<file path="src/rtl/tri_fifo.sv">
// Triangle buffer between the projection stage (writer) and the draw FSM (reader).
// Push-only write port with backpressure and sticky overflow; registered read data.
module tri_fifo #(
    parameter int unsigned DEPTH   = 16,
    parameter int unsigned COORD_W = 10
) (
    input  logic                              Clk,
    input  logic                              Reset_n,
    input  logic                              flush,
    input  logic                              wr_en,
    input  logic [2:0][1:0][COORD_W-1:0]      wr_data,
    output logic                              fifo_full,
    output logic                              overflow,
    input  logic                              fifo_r,
    output logic [2:0][1:0][COORD_W-1:0]      triangle_data,
    output logic                              fifo_empty,
    output logic [$clog2(DEPTH+1)-1:0]        count
);

    localparam int unsigned PTR_W = $clog2(DEPTH);
    localparam int unsigned CNT_W = $clog2(DEPTH + 1);

    logic [2:0][1:0][COORD_W-1:0] r_mem [DEPTH];
    logic [PTR_W-1:0]             r_wr_ptr;
    logic [PTR_W-1:0]             r_rd_ptr;
    logic [CNT_W-1:0]             r_count;
    logic                         r_overflow;
    logic [2:0][1:0][COORD_W-1:0] r_tri;

    logic w_full;
    logic w_empty;
    logic w_push_ok;
    logic w_pop_ok;

    // Flags decode from the pre-edge count; a same-cycle pop never frees a slot.
    assign w_full    = (r_count == CNT_W'(DEPTH));
    assign w_empty   = (r_count == CNT_W'(0));
    assign w_push_ok = wr_en  & ~w_full;
    assign w_pop_ok  = fifo_r & ~w_empty;

    // Storage carries no reset; contents are meaningless until written.
    always_ff @(posedge Clk) begin
        if (Reset_n && !flush && w_push_ok) begin
            r_mem[r_wr_ptr] <= wr_data;
        end
    end

    always_ff @(posedge Clk) begin
        if (!Reset_n) begin
            r_wr_ptr   <= '0;
            r_rd_ptr   <= '0;
            r_count    <= '0;
            r_overflow <= 1'b0;
            r_tri      <= '0;
        end else if (flush) begin
            // New frame: drop contents but keep the last triangle on the output.
            r_wr_ptr   <= '0;
            r_rd_ptr   <= '0;
            r_count    <= '0;
            r_overflow <= 1'b0;
        end else begin
            if (w_push_ok) begin
                r_wr_ptr <= r_wr_ptr + PTR_W'(1);
            end
            if (w_pop_ok) begin
                r_tri    <= r_mem[r_rd_ptr];
                r_rd_ptr <= r_rd_ptr + PTR_W'(1);
            end
            if (wr_en && w_full) begin
                r_overflow <= 1'b1;
            end
            case ({w_push_ok, w_pop_ok})
                2'b10:   r_count <= r_count + CNT_W'(1);
                2'b01:   r_count <= r_count - CNT_W'(1);
                default: r_count <= r_count;
            endcase
        end
    end

    assign fifo_full     = w_full;
    assign fifo_empty    = w_empty;
    assign count         = r_count;
    assign overflow      = r_overflow;
    assign triangle_data = r_tri;

endmodule
</file>
<file path="config.mk">
export PLATFORM = sky130hd
export DESIGN_NAME = tri_fifo
export DESIGN_NICKNAME = d
export VERILOG_FILES = /design/src/rtl/tri_fifo.sv
export SDC_FILE = /design/constraint.sdc
export NUM_CORES = 1
export LEC_CHECK = 0
export CORE_UTILIZATION = 50
export CTS_CLUSTER_SIZE = 8
export DETAILED_ROUTE_END_ITERATION = 8
export PLACE_DENSITY = 0.66
export SETUP_SLACK_MARGIN = 0.05
export SLEW_MARGIN = 20
export SYNTH_ARGS = -nofsm -noshare
export SYNTH_HDL_FRONTEND = slang
export SYNTH_SLANG_ARGS = --single-unit
</file>
<file path="constraint.sdc">
create_clock -name Clk -period 10.6 [get_ports Clk]
set_input_delay 2.12 -clock Clk [delete_from_list [all_inputs] [get_ports Clk]]
set_output_delay 2.12 -clock Clk [all_outputs]
set_load 0.02 [all_outputs]
</file>
Word level (Yosys, flattened, before mapping)
Memory sizes are Yosys's and may differ from the RTL's. A register that Yosys moved wholly into a read port is not among the register bits.
Cells that the tools add are included.
{"block": "totals", "output_inout_bits": 68, "ramBits": 960, "input_bits": 65, "memories": 1, "regBits": 14}
{"block": "classes", "add_sub_neg": 4, "mux": 3, "n_reduce_logical": 9, "eq_ne": 3, "n_bitwise": 6}
{"name": "r_mem", "words": 16, "word_bits": 60, "read_ports": 1, "rd_clocked_by_memory_dff": 1, "wr": 1, "line_no": "23", "rtl": "logic [2:0][1:0][COORD_W-1:0] r_mem [DEPTH];"}
{"cell": "5-bit case mux with 2 select lines", "n": 1}
{"cell": "4-bit by 1-bit adder with 4-bit output (second input constant)", "n": 2}
{"cell": "5-bit by 1-bit adder with 5-bit output (second input constant)", "n": 1}
{"cell": "5-bit == test (second input constant)", "n": 1}
{"cell": "5-bit zero test", "n": 1}
{"cell": "5-bit by 1-bit subtractor with 5-bit output (second input constant)", "n": 1}
{"cell": "1-bit inverter", "n": 4}
{"cell": "1-bit logical AND", "n": 3}
{"cell": "1-bit AND", "n": 2}
{"cell": "2-bit by 1-bit == test with 1-bit output (second input constant)", "n": 1}
{"cell": "2-bit == test (second input constant)", "n": 1}
{"cell": "1-bit zero test", "n": 2}
{"cell": "1-bit 2-to-1 mux", "n": 2}
{"cell": "2-bit AND reduction", "n": 1}
{"cell": "2-bit nonzero test", "n": 1}
{"cell": "2-bit OR reduction", "n": 1}

Logic depth before layout (Yosys ltp)
Gate-level depths: netlist of run 1.
{"block": "logic_depth", "depth_word": 6, "depth_mapped": 11}

Worst setup path after synthesis of run 1
OpenSTA, ideal clock, no wires.
{"block": "synth_path", "path_type": "input to register", "from": "input Reset_n", "to": "memory r_mem[0][0] (netlist bit) (enable)", "required_time_ps": 10122, "arrival_ps": 5462, "stages": 5, "n_path_buf": 2, "slack_ps": 4659, "cell_sequence": "clkbuf_1 > nand2b_1 > clkbuf_1 > or3_1 > nor2_1"}
{"block": "synth_between", "elab_chain_cells": 4}
{"item": "from (decl)", "line_no": "8", "rtl": "input logic Reset_n,"}
{"item": "1-bit logical AND (2 in a row)", "line_no": "43", "rtl": "if (Reset_n && !flush && w_push_ok) begin"}
{"item": "1-bit 2-to-1 mux", "line_no": "43"}
{"item": "1-bit 2-to-1 mux (not written as such)", "line_no": "44", "rtl": "r_mem[r_wr_ptr] <= wr_data;"}
{"item": "to (decl)", "line_no": "23"}
Every way passes these cells.

Final worst setup path of run 1
{"block": "layout_path", "from": "input wr_en", "to": "memory r_mem[7][0] (netlist bit) (enable)"}
{"block": "layout_between", "elab_chain_cells": 4}
{"item": "from (decl)", "line_no": "10", "rtl": "input logic wr_en,"}
{"item": "1-bit AND", "line_no": "38", "rtl": "assign w_push_ok = wr_en & ~w_full;"}
{"item": "1-bit logical AND", "line_no": "43"}
{"item": "1-bit 2-to-1 mux", "line_no": "43"}
{"item": "1-bit 2-to-1 mux (not written as such)", "line_no": "44"}
Every way passes these cells.

==> impl_metrics.json, run 1 <==
{
  "boundaryPins": 133,
  "drc": 0,
  "regArea_mm2": 0.03032,
  "start_util_pct": 50.79,
  "drt_pass1_iterations": 8,
  "insertion_delay_ns": 0.71,
  "clkTransAtPathRegs_ns": 0.05,
  "synth-edff-count": 960,
  "async_reset_ff_share_pct": 0,
  "clk_path_buf_depth": 3,
  "wl_per_cell_um": 25.52,
  "cts.sinks": 1034,
  "setup.worst_path.end": "r_mem[7][0]",
  "synthToLayoutAreaGrowth_pct": 16.89,
  "r2r_cells": 7,
  "multi_input_area_mm2": 0.008676,
  "synth_commonest_cells": "edfxtp_1 (960), mux2i_1 (266), mux4_2 (122)",
  "hp-start": "triangle_data[40]",
  "vias": 19745,
  "slew_viol_final": 0,
  "synth_top_area_cell": "edfxtp_1",
  "yosysMostFrequentCell": "edfxtp_1",
  "io_buffers": 132,
  "ir_drop_v": 0.0001561,
  "fillers": 5576,
  "timing.fmax_mhz": 203.1,
  "r2r-start": "r_rd_ptr[1]",
  "synthCells": 2038,
  "endpoint_kind": "flop",
  "place_ws_ns": 4.936,
  "viasPerCell": 5.856,
  "syn_nets": 2113,
  "first_iter_violations": 1530,
  "finalNetCount": 2304,
  "antenna_left": 0,
  "antenna_found_initial": 2,
  "min_period_over_period_pct": 46.44,
  "overflow": 0,
  "track_usage_pct": 21.66,
  "grt_pass1_vias": 20778,
  "routed_wirelength_mm": 86.07,
  "core-area_mm2": 0.07785,
  "start_kind": "input port",
  "die_h_um": 283.2,
  "ys_warn_count": 0,
  "worstSetupStartpoint": "wr_en",
  "maxCapViolCount": 0,
  "drive_gt1_share_pct": 15.87,
  "cts.repair.resized": 0,
  "die_area_mm2": 0.08021,
  "synth-seq-cells": 1034,
  "setup_viol": 0,
  "syn-cell-area_mm2": 0.03954,
  "power_leakage_nw": 14.21,
  "synthTopCellsByArea": "edfxtp_1 (73%), mux4_2 (6.9%), mux2i_1 (6.7%)",
  "cts-root-buf": "clkbuf_16",
  "hold_viol_final": 0,
  "fin_crit_ns": 4.923,
  "cts_buffers": 147,
  "finalWorstSetupSlack_ns": 5.677,
  "synth_cell_types": 47,
  "r2r-end": "triangle_data[58]",
  "grt_pass1_wl_mm": 129.9,
  "ys.flop_type": "edfxtp_1",
  "slew_headroom_pct": 23.64,
  "status": "finished, final reports clean",
  "hold_class": "reg2reg",
  "grt_max_degree": 134,
  "r2r_slack_ns": 6.38,
  "diodes": 0,
  "path_class": "in2reg",
  "dieWidth_um": 283.2,
  "syn_avg_cell_area_um2": 19.40,
  "rows": 102,
  "powerDensity_mw_per_mm2": 194.9,
  "cts_tree": "built",
  "dpl.hpwl_mm": 44.50,
  "cp.required_ns": 10.92,
  "cp.arrival_ns": 5.25,
  "worstMarginPinSlew_ns": 1.145,
  "rsz0062_at_grt": "false",
  "fin_setup_tns_ns": 0,
  "cts_setup_buffers": 0,
  "worstPathMaxFanout": 40,
  "ys_seq_area_share_pct": 76.66,
  "synth_top_area_share_pct": 72.91,
  "htreeDepth": 4,
  "gp_congestion": 0.7408,
  "postCtsHoldBufs": 0,
  "skew_ns": 0.01578
}
registers in the layout (all words and copies together), names as in the netlist:
signal,flops
r_rd_ptr,4
r_wr_ptr,4
r_mem,960
count,5
overflow,1
triangle_data,60
how the worst min path moves through the flow:
stage	slack (ns)	to	cells after the start
2_1_floorplan	0.53	triangle_data[40]	2
3_3_place_gp	0.46	triangle_data[40]	2
3_5_place_dp	0.46	triangle_data[40]	2
4_1_cts	0.47	triangle_data[40]	2
5_1_grt	0.49	triangle_data[40]	2
6_report	0.47	triangle_data[40]	2
power by group:
part           internal [W]  leakage (nW)  switching [W]  total (W)
Clock               0.00265          2.04        0.00164    0.00428
Sequential          0.00449          9.24      0.0000153    0.00450
Combinational     0.0000881          2.93       0.000134   0.000222
Total               0.00722          14.2        0.00179    0.00901
cells in the final DEF, fill, tap and decap left out, types with 6 or more instances in the layout:
cell,count
edfxtp_1,960
mux2i_1,266
clkbuf_16,150
clkdlybuf4s50_1,131
mux4_2,122
clkbuf_1,91
a22oi_1,79
dfxtp_1,70
nand2_1,69
nand3_1,59
a21oi_1,33
o21ai_0,33
buf_4,30
o211ai_1,27
o211a_1,27
mux2_2,26
a31oi_1,25
nor2_1,24
nor2_4,18
ha_1,9
inv_1,8
o32ai_1,7
o22ai_1,6
a41oi_1,6
per-stage QoR:
stage / power (W) / hold WS (ns) / cells / utilization, % / area (um2)
floorplan: 0.004679 / 0.5268 / 2038 / - / 39540
global placement: 0.004795 / 0.4571 / 3119 / 53.84 / 41910
detailed placement: 0.004803 / 0.4636 / 3119 / 53.84 / 41910
CTS: 0.009074 / 0.4716 / 3371 / 59.33 / 46190
global route: 0.009270 / 0.4942 / 3372 / 59.37 / 46220
finish: 0.009009 / 0.4710 / 3372 / 59.37 / 46220
critical path, stage by stage:
cell and delay, ns:
clkdlybuf4s50_1 0.49, a21boi_1 0.62, nand2_1 0.46, nor2_4 0.77, buf_4 0.74
per-layer routing:
| metal | global-route usage, % | wire length (um) | vias up |
|---|---|---|---|
| li1 | - | - | 8697 |
| met1 | 27.92 | 35450 | 10273 |
| met2 | 36.85 | 43680 | 609 |
| met3 | 4.138 | 4739 | 162 |
| met4 | 7.459 | 2174 | 4 |
| met5 | 0 | 25 | - |
kinds of logic (layout without fill, tap and decap cells):
family / count (synthesis) / count (layout) / share of synthesized area [%]
buffers and inverters: 131 / 425 / 1.778
xor gates and xnor gates: 8 / 8 / 0.1772
muxes: 414 / 414 / 14.42
adders and majority gates: 10 / 10 / 0.3354
DFF: 1034 / 1034 / 76.66
and+or+nand+nor: 190 / 190 / 2.142
AOI/OAI and AO/OA: 251 / 251 / 4.487
cell type report:
class                   count  area share [%]
clock buffers             242           8.890
well taps                1040           2.815
repair buffers            165           3.481
inverters                   8         0.06497
multi-input cells         873           18.77
clock inverters            10          0.3655
flip-flops and latches   1034           65.61
Note: power is estimated with default switching activity, not from simulation.
==> run 2: changes to the inputs <==
- clock period: 10.6 -> 4.7 ns (I/O delays scaled with it)
==> run 2 against run 1 <==
Net effect:
- die area unchanged
- power rose by 130%
- critical path depth decreased by 2
- global-route usage rose by 0.15 points
==> impl_metrics.json, run 2 (same netlist as run 1, synthesis figures left out) <==
{
  "fin_setup_tns_ns": 0,
  "clk_path_buf_depth": 3,
  "rows": 102,
  "wl_per_cell_um": 25.39,
  "worst-path-buf-inv": 1,
  "finalNetCount": 2328,
  "maxCapViolCount": 0,
  "worst_hold_slack_ns": 0.5000,
  "hold_depth": 1,
  "largest_reg_flops": 960,
  "htreeDepth": 4,
  "routed_wirelength_mm": 86.26,
  "gp_congestion": 0.7455,
  "worstMarginPinSlew_ns": 0.9830,
  "cts_buffers": 147,
  "cts_tree": "built",
  "antenna_found_initial": 3,
  "finalWorstSetupSlack_ns": 1.397,
  "worstPathMaxFanout": 6,
  "place_ws_ns": 1.114,
  "fin_crit_ns": 3.303,
  "start_util_pct": 50.79,
  "drc": 0,
  "cp.arrival_ns": 2.36,
  "hold_viol_final": 0,
  "cts_setup_buffers": 0,
  "r2r_cells": 10,
  "min_period_over_period_pct": 70.27,
  "min_to": "triangle_data[19]",
  "ir_drop_v": 0.0003101,
  "core-area_mm2": 0.07785,
  "antenna_left": 0,
  "cp_cell_sequence": "or4_4, nor2_1, clkdlybuf4s50_1",
  "r2r-start": "count[0]",
  "status": "finished, final reports clean",
  "postCtsHoldBufs": 0,
  "start_kind": "flop",
  "io_buffers": 132,
  "largest-register": "r_mem",
  "timing.fmax_mhz": 302.8,
  "hp-start": "triangle_data[19]",
  "setup_viol": 0,
  "die_area_mm2": 0.08021,
  "grt_max_degree": 98,
  "rsz0062_at_grt": "false",
  "max_stage_delay_ns": 0.61,
  "grt_pass1_vias": 20859,
  "drt_pass1_iterations": 5,
  "dpl.hpwl_mm": 46.88,
  "hold_class": "reg2reg",
  "endpoint_kind": "output port",
  "die_h_um": 283.2,
  "viasPerCell": 5.830,
  "cp_slowest_cell": "clkdlybuf4s50_1",
  "overflow": 0,
  "final_common_cell": "edfxtp_1",
  "clkTransAtPathRegs_ns": 0.05,
  "powerDensity_mw_per_mm2": 437.0,
  "cts.repair.resized": 0,
  "cts-root-buf": "clkbuf_16",
  "slew_headroom_pct": 34.33,
  "r2r-end": "count[4]",
  "grt_pass1_wl_mm": 130.7,
  "final_cell_mix": "edfxtp_1 (960), mux2i_1 (266), clkbuf_16 (151)",
  "power_leakage_nw": 14.38,
  "dieWidth_um": 283.2,
  "path_class": "reg2out",
  "first_iter_violations": 1517,
  "slew_viol_final": 0,
  "boundaryPins": 133,
  "synthToLayoutAreaGrowth_pct": 17.76,
  "track_usage_pct": 21.81,
  "r2r_slack_ns": 1.54,
  "skew_ns": 0.02553,
  "insertion_delay_ns": 0.72,
  "crit_family": "simple AND/OR/NAND/NOR gates",
  "cp.required_ns": 3.76,
  "drive_gt1_share_pct": 16.82,
  "cts.sinks": 1034,
  "vias": 19812
}
run 2: final cells by class:
class                      count  area, um2
antenna                        3      7.507
tap                         1040       1301
clock buffer                 240       4123
multi-input combinational    873       8676
fill                        5588      31290
clock inverter                11      155.1
sequential                  1034      30320
inverter                       8      30.03
timing repair buffer         189       1944
run 2: per-stage QoR:
stage	instances	instance area, um2	power (W)	util [%]
floorplan	2038	39540	0.01055	-
global placement	3144	42280	0.01083	54.30
detailed placement	3144	42280	0.01085	54.30
CTS	3395	46550	0.02052	59.80
global route	3398	46560	0.02092	59.81
finish	3398	46560	0.02035	59.81
run 2: report_power, final:
group | internal [W] | total, W | leakage (nW) | switching (W)
sequential | 0.0101 | 0.0102 | 9.24 | 0.0000310
clock | 0.00599 | 0.00968 | 2.05 | 0.00368
combinational | 0.000205 | 0.000517 | 3.09 | 0.000312
total | 0.0163 | 0.0203 | 14.4 | 0.00403
run 2: worst max path at each step:
| stage | startpoint | endpoint | depth (start not counted) |
|---|---|---|---|
| after floorplan | Reset_n | r_mem[0][0] | 5 |
| after global placement | wr_en | count[4] | 11 |
| after detailed placement | wr_en | count[4] | 11 |
| after CTS | count[0] | fifo_empty | 3 |
| after global routing | count[0] | fifo_empty | 3 |
| final | count[0] | fifo_empty | 3 |
run 2: metal layers:
layer / routed length (um) / up-vias / GRT usage [%]
met5: 9 / - / 0
li1: - / 8746 / -
met4: 2199 / 2 / 7.932
met2: 43840 / 563 / 36.80
met1: 35840 / 10372 / 28.53
met3: 4375 / 129 / 3.744
==> run 3: changes to the inputs <==
- PLACE_DENSITY: 0.66 -> 0.69
- clock period: 4.7 -> 2.81 ns (I/O delays scaled with it)
==> run 3 against run 2 <==
Net effect:
- core utilization up 1.1 points
- clock-buffer cell count is 10 higher
- register-to-register slack worse by 1.4 ns
- cell count rose by 1.4%
- die area unchanged
- hold slack got worse by 0.21 ns
- cell area up 1.9%
- critical path type is now reg2reg
- critical path depth increased by 7
- power up 69%
- critical endpoint is now count[4]
- combinational power up 74%
- global-route usage is 0.46 points higher
- clock skew grew 0.0028 ns
==> impl_metrics.json, run 3 (same netlist as run 1, synthesis figures left out) <==
{
  "status": "finished, final reports clean",
  "first_iter_violations": 2041,
  "endpoint_kind": "flop",
  "viasPerCell": 5.869,
  "drt_pass1_iterations": 8,
  "switching_power_w": 0.007012,
  "worst-path-buf-inv": 1,
  "clk_path_buf_depth": 3,
  "rsz0062_at_grt": "false",
  "crit_family": "simple AND/OR/NAND/NOR gates",
  "cts.sinks": 1034,
  "hp-start": "Reset_n",
  "max_stage_delay_ns": 0.56,
  "final_area_mm2": 0.04743,
  "grt_max_degree": 70,
  "r2r-end": "count[4]",
  "min_period_over_period_pct": 94.60,
  "cp_slowest_cell": "or4_4",
  "place_ws_ns": -0.1900,
  "slew_viol_final": 0,
  "p_sw_share_pct": 20.41,
  "clkTransAtPathRegs_ns": 0.05,
  "ir_drop_v": 0.0005531,
  "cp.arrival_ns": 3.31,
  "antenna_found_initial": 6,
  "min_to": "triangle_data[46]",
  "track_usage_pct": 22.26,
  "cp_cell_sequence": "or4_4, o21ai_4, inv_2, ha_2, ha_1, nor2b_2, o21ai_2, a21oi_2, or4_4, a21oi_2",
  "start_util_pct": 50.79,
  "setup_viol": 0,
  "grt_pass1_vias": 21349,
  "hold_class": "in2reg",
  "cts_tree": "built",
  "worstSetupStartpoint": "count[2]",
  "htreeDepth": 4,
  "worstPathMaxFanout": 3,
  "largest-register": "r_mem",
  "intPower_w": 0.02734,
  "core-area_mm2": 0.07785,
  "hold_depth": 3,
  "finalWorstSetupSlack_ns": 0.1518,
  "cts-root-buf": "clkbuf_16",
  "vias": 20230,
  "wl_per_cell_um": 25.60,
  "finalNetCount": 2364,
  "hold_viol_final": 0,
  "dieWidth_um": 283.2,
  "antenna_left": 0,
  "post_dp_cell_area_mm2": 0.04293,
  "insertion_delay_ns": 0.72,
  "pwr-share-comb_pct": 2.6,
  "finish.utilization_pct": 60.93,
  "r2r_slack_ns": 0.15,
  "final_common_cell": "edfxtp_1",
  "fin_crit_ns": 2.658,
  "pwr-share-clk_pct": 48.0,
  "dpl.hpwl_mm": 47.56,
  "final_cell_mix": "edfxtp_1 (960), mux2i_1 (266), clkbuf_16 (148)",
  "boundaryPins": 133,
  "slew_headroom_pct": 21.46,
  "overflow": 0,
  "fin_setup_tns_ns": 0,
  "rows": 102,
  "path_class": "reg2reg",
  "grt_pass1_wl_mm": 133.2,
  "skew_ns": 0.02832,
  "die_h_um": 283.2,
  "pwr-share-seq_pct": 49.4,
  "worstMarginPinSlew_ns": 1.176,
  "cts_buffers": 147,
  "io_buffers": 132,
  "timing.fmax_mhz": 376.2,
  "largest_reg_flops": 960,
  "gp_congestion": 0.8095,
  "powerDensity_mw_per_mm2": 724.4,
  "r2r_cells": 10,
  "routed_wirelength_mm": 88.24,
  "maxCapViolCount": 0,
  "r2r-start": "count[2]",
  "synthToLayoutAreaGrowth_pct": 19.96,
  "start_kind": "flop",
  "power_w": 0.03436,
  "die_area_mm2": 0.08021,
  "cp.required_ns": 3.46,
  "drive_gt1_share_pct": 18.54,
  "drc": 0,
  "power_leakage_nw": 14.71
}
-- run 3: worst max-delay path by stage --
stage                  end  slack [ns]  cells past startpoint
6_report          count[4]        0.15                     10
3_5_place_dp      count[4]       -0.19                     11
3_3_place_gp      count[4]       -0.20                     11
5_1_grt           count[4]        0.03                     10
4_1_cts           count[4]        0.07                     10
2_1_floorplan  r_mem[5][0]       -0.48                      6
-- run 3: tightest hold or removal path: cells and delay by family --
kind | cells | cell delay, ns
AO/OA/AOI/OAI | 2 | 0.17
buffers and inverters | 1 | 0.22
-- run 3: per-layer routing --
metal	wire (um)	global-route usage (%)	part of all wire, %
met5	47	0	0.053
met4	2107	8.068	2.4
met3	5355	4.082	6.1
met2	44250	36.83	50
met1	36480	29.63	41
-- run 3: power groups by stage --
| stage | clock network, W | logic (W) | registers, W |
|---|---|---|---|
| floorplan | 0 | 0.000357 | 0.0173 |
| global placement | 0 | 0.000879 | 0.0173 |
| detailed placement | 0 | 0.000903 | 0.0173 |
| CTS | 0.0167 | 0.000908 | 0.0170 |
| global route | 0.0174 | 0.000972 | 0.0170 |
| finish | 0.0165 | 0.000902 | 0.0170 |
-- run 3: final cells by class --
class	count	area (um2)
Fill cell	5481	30420
Multi-Input combinational cell	873	8720
Inverter	8	30.03
Clock inverter	15	350.3
Antenna cell	2	5.005
Clock buffer	250	4096
Sequential cell	1034	30330
Timing Repair Buffer	225	2600
Tap cell	1040	1301
-- run 3: per-stage QoR --
step,hold slack [ns],cells
after floorplan,0.5268,2038
after global placement,0.4572,3179
after detailed placement,0.4556,3179
after CTS,0.2551,3444
after global routing,0.2751,3447
final,0.2942,3447
-- run 3: repair_timing --
item,in CTS,in global routing
endpoints found under the setup margin,2,1
pin swaps,0,5
buffers inserted,0,1
gates resized for setup,5,10
endpoints found under the hold margin,0,0
hold buffers,0,0
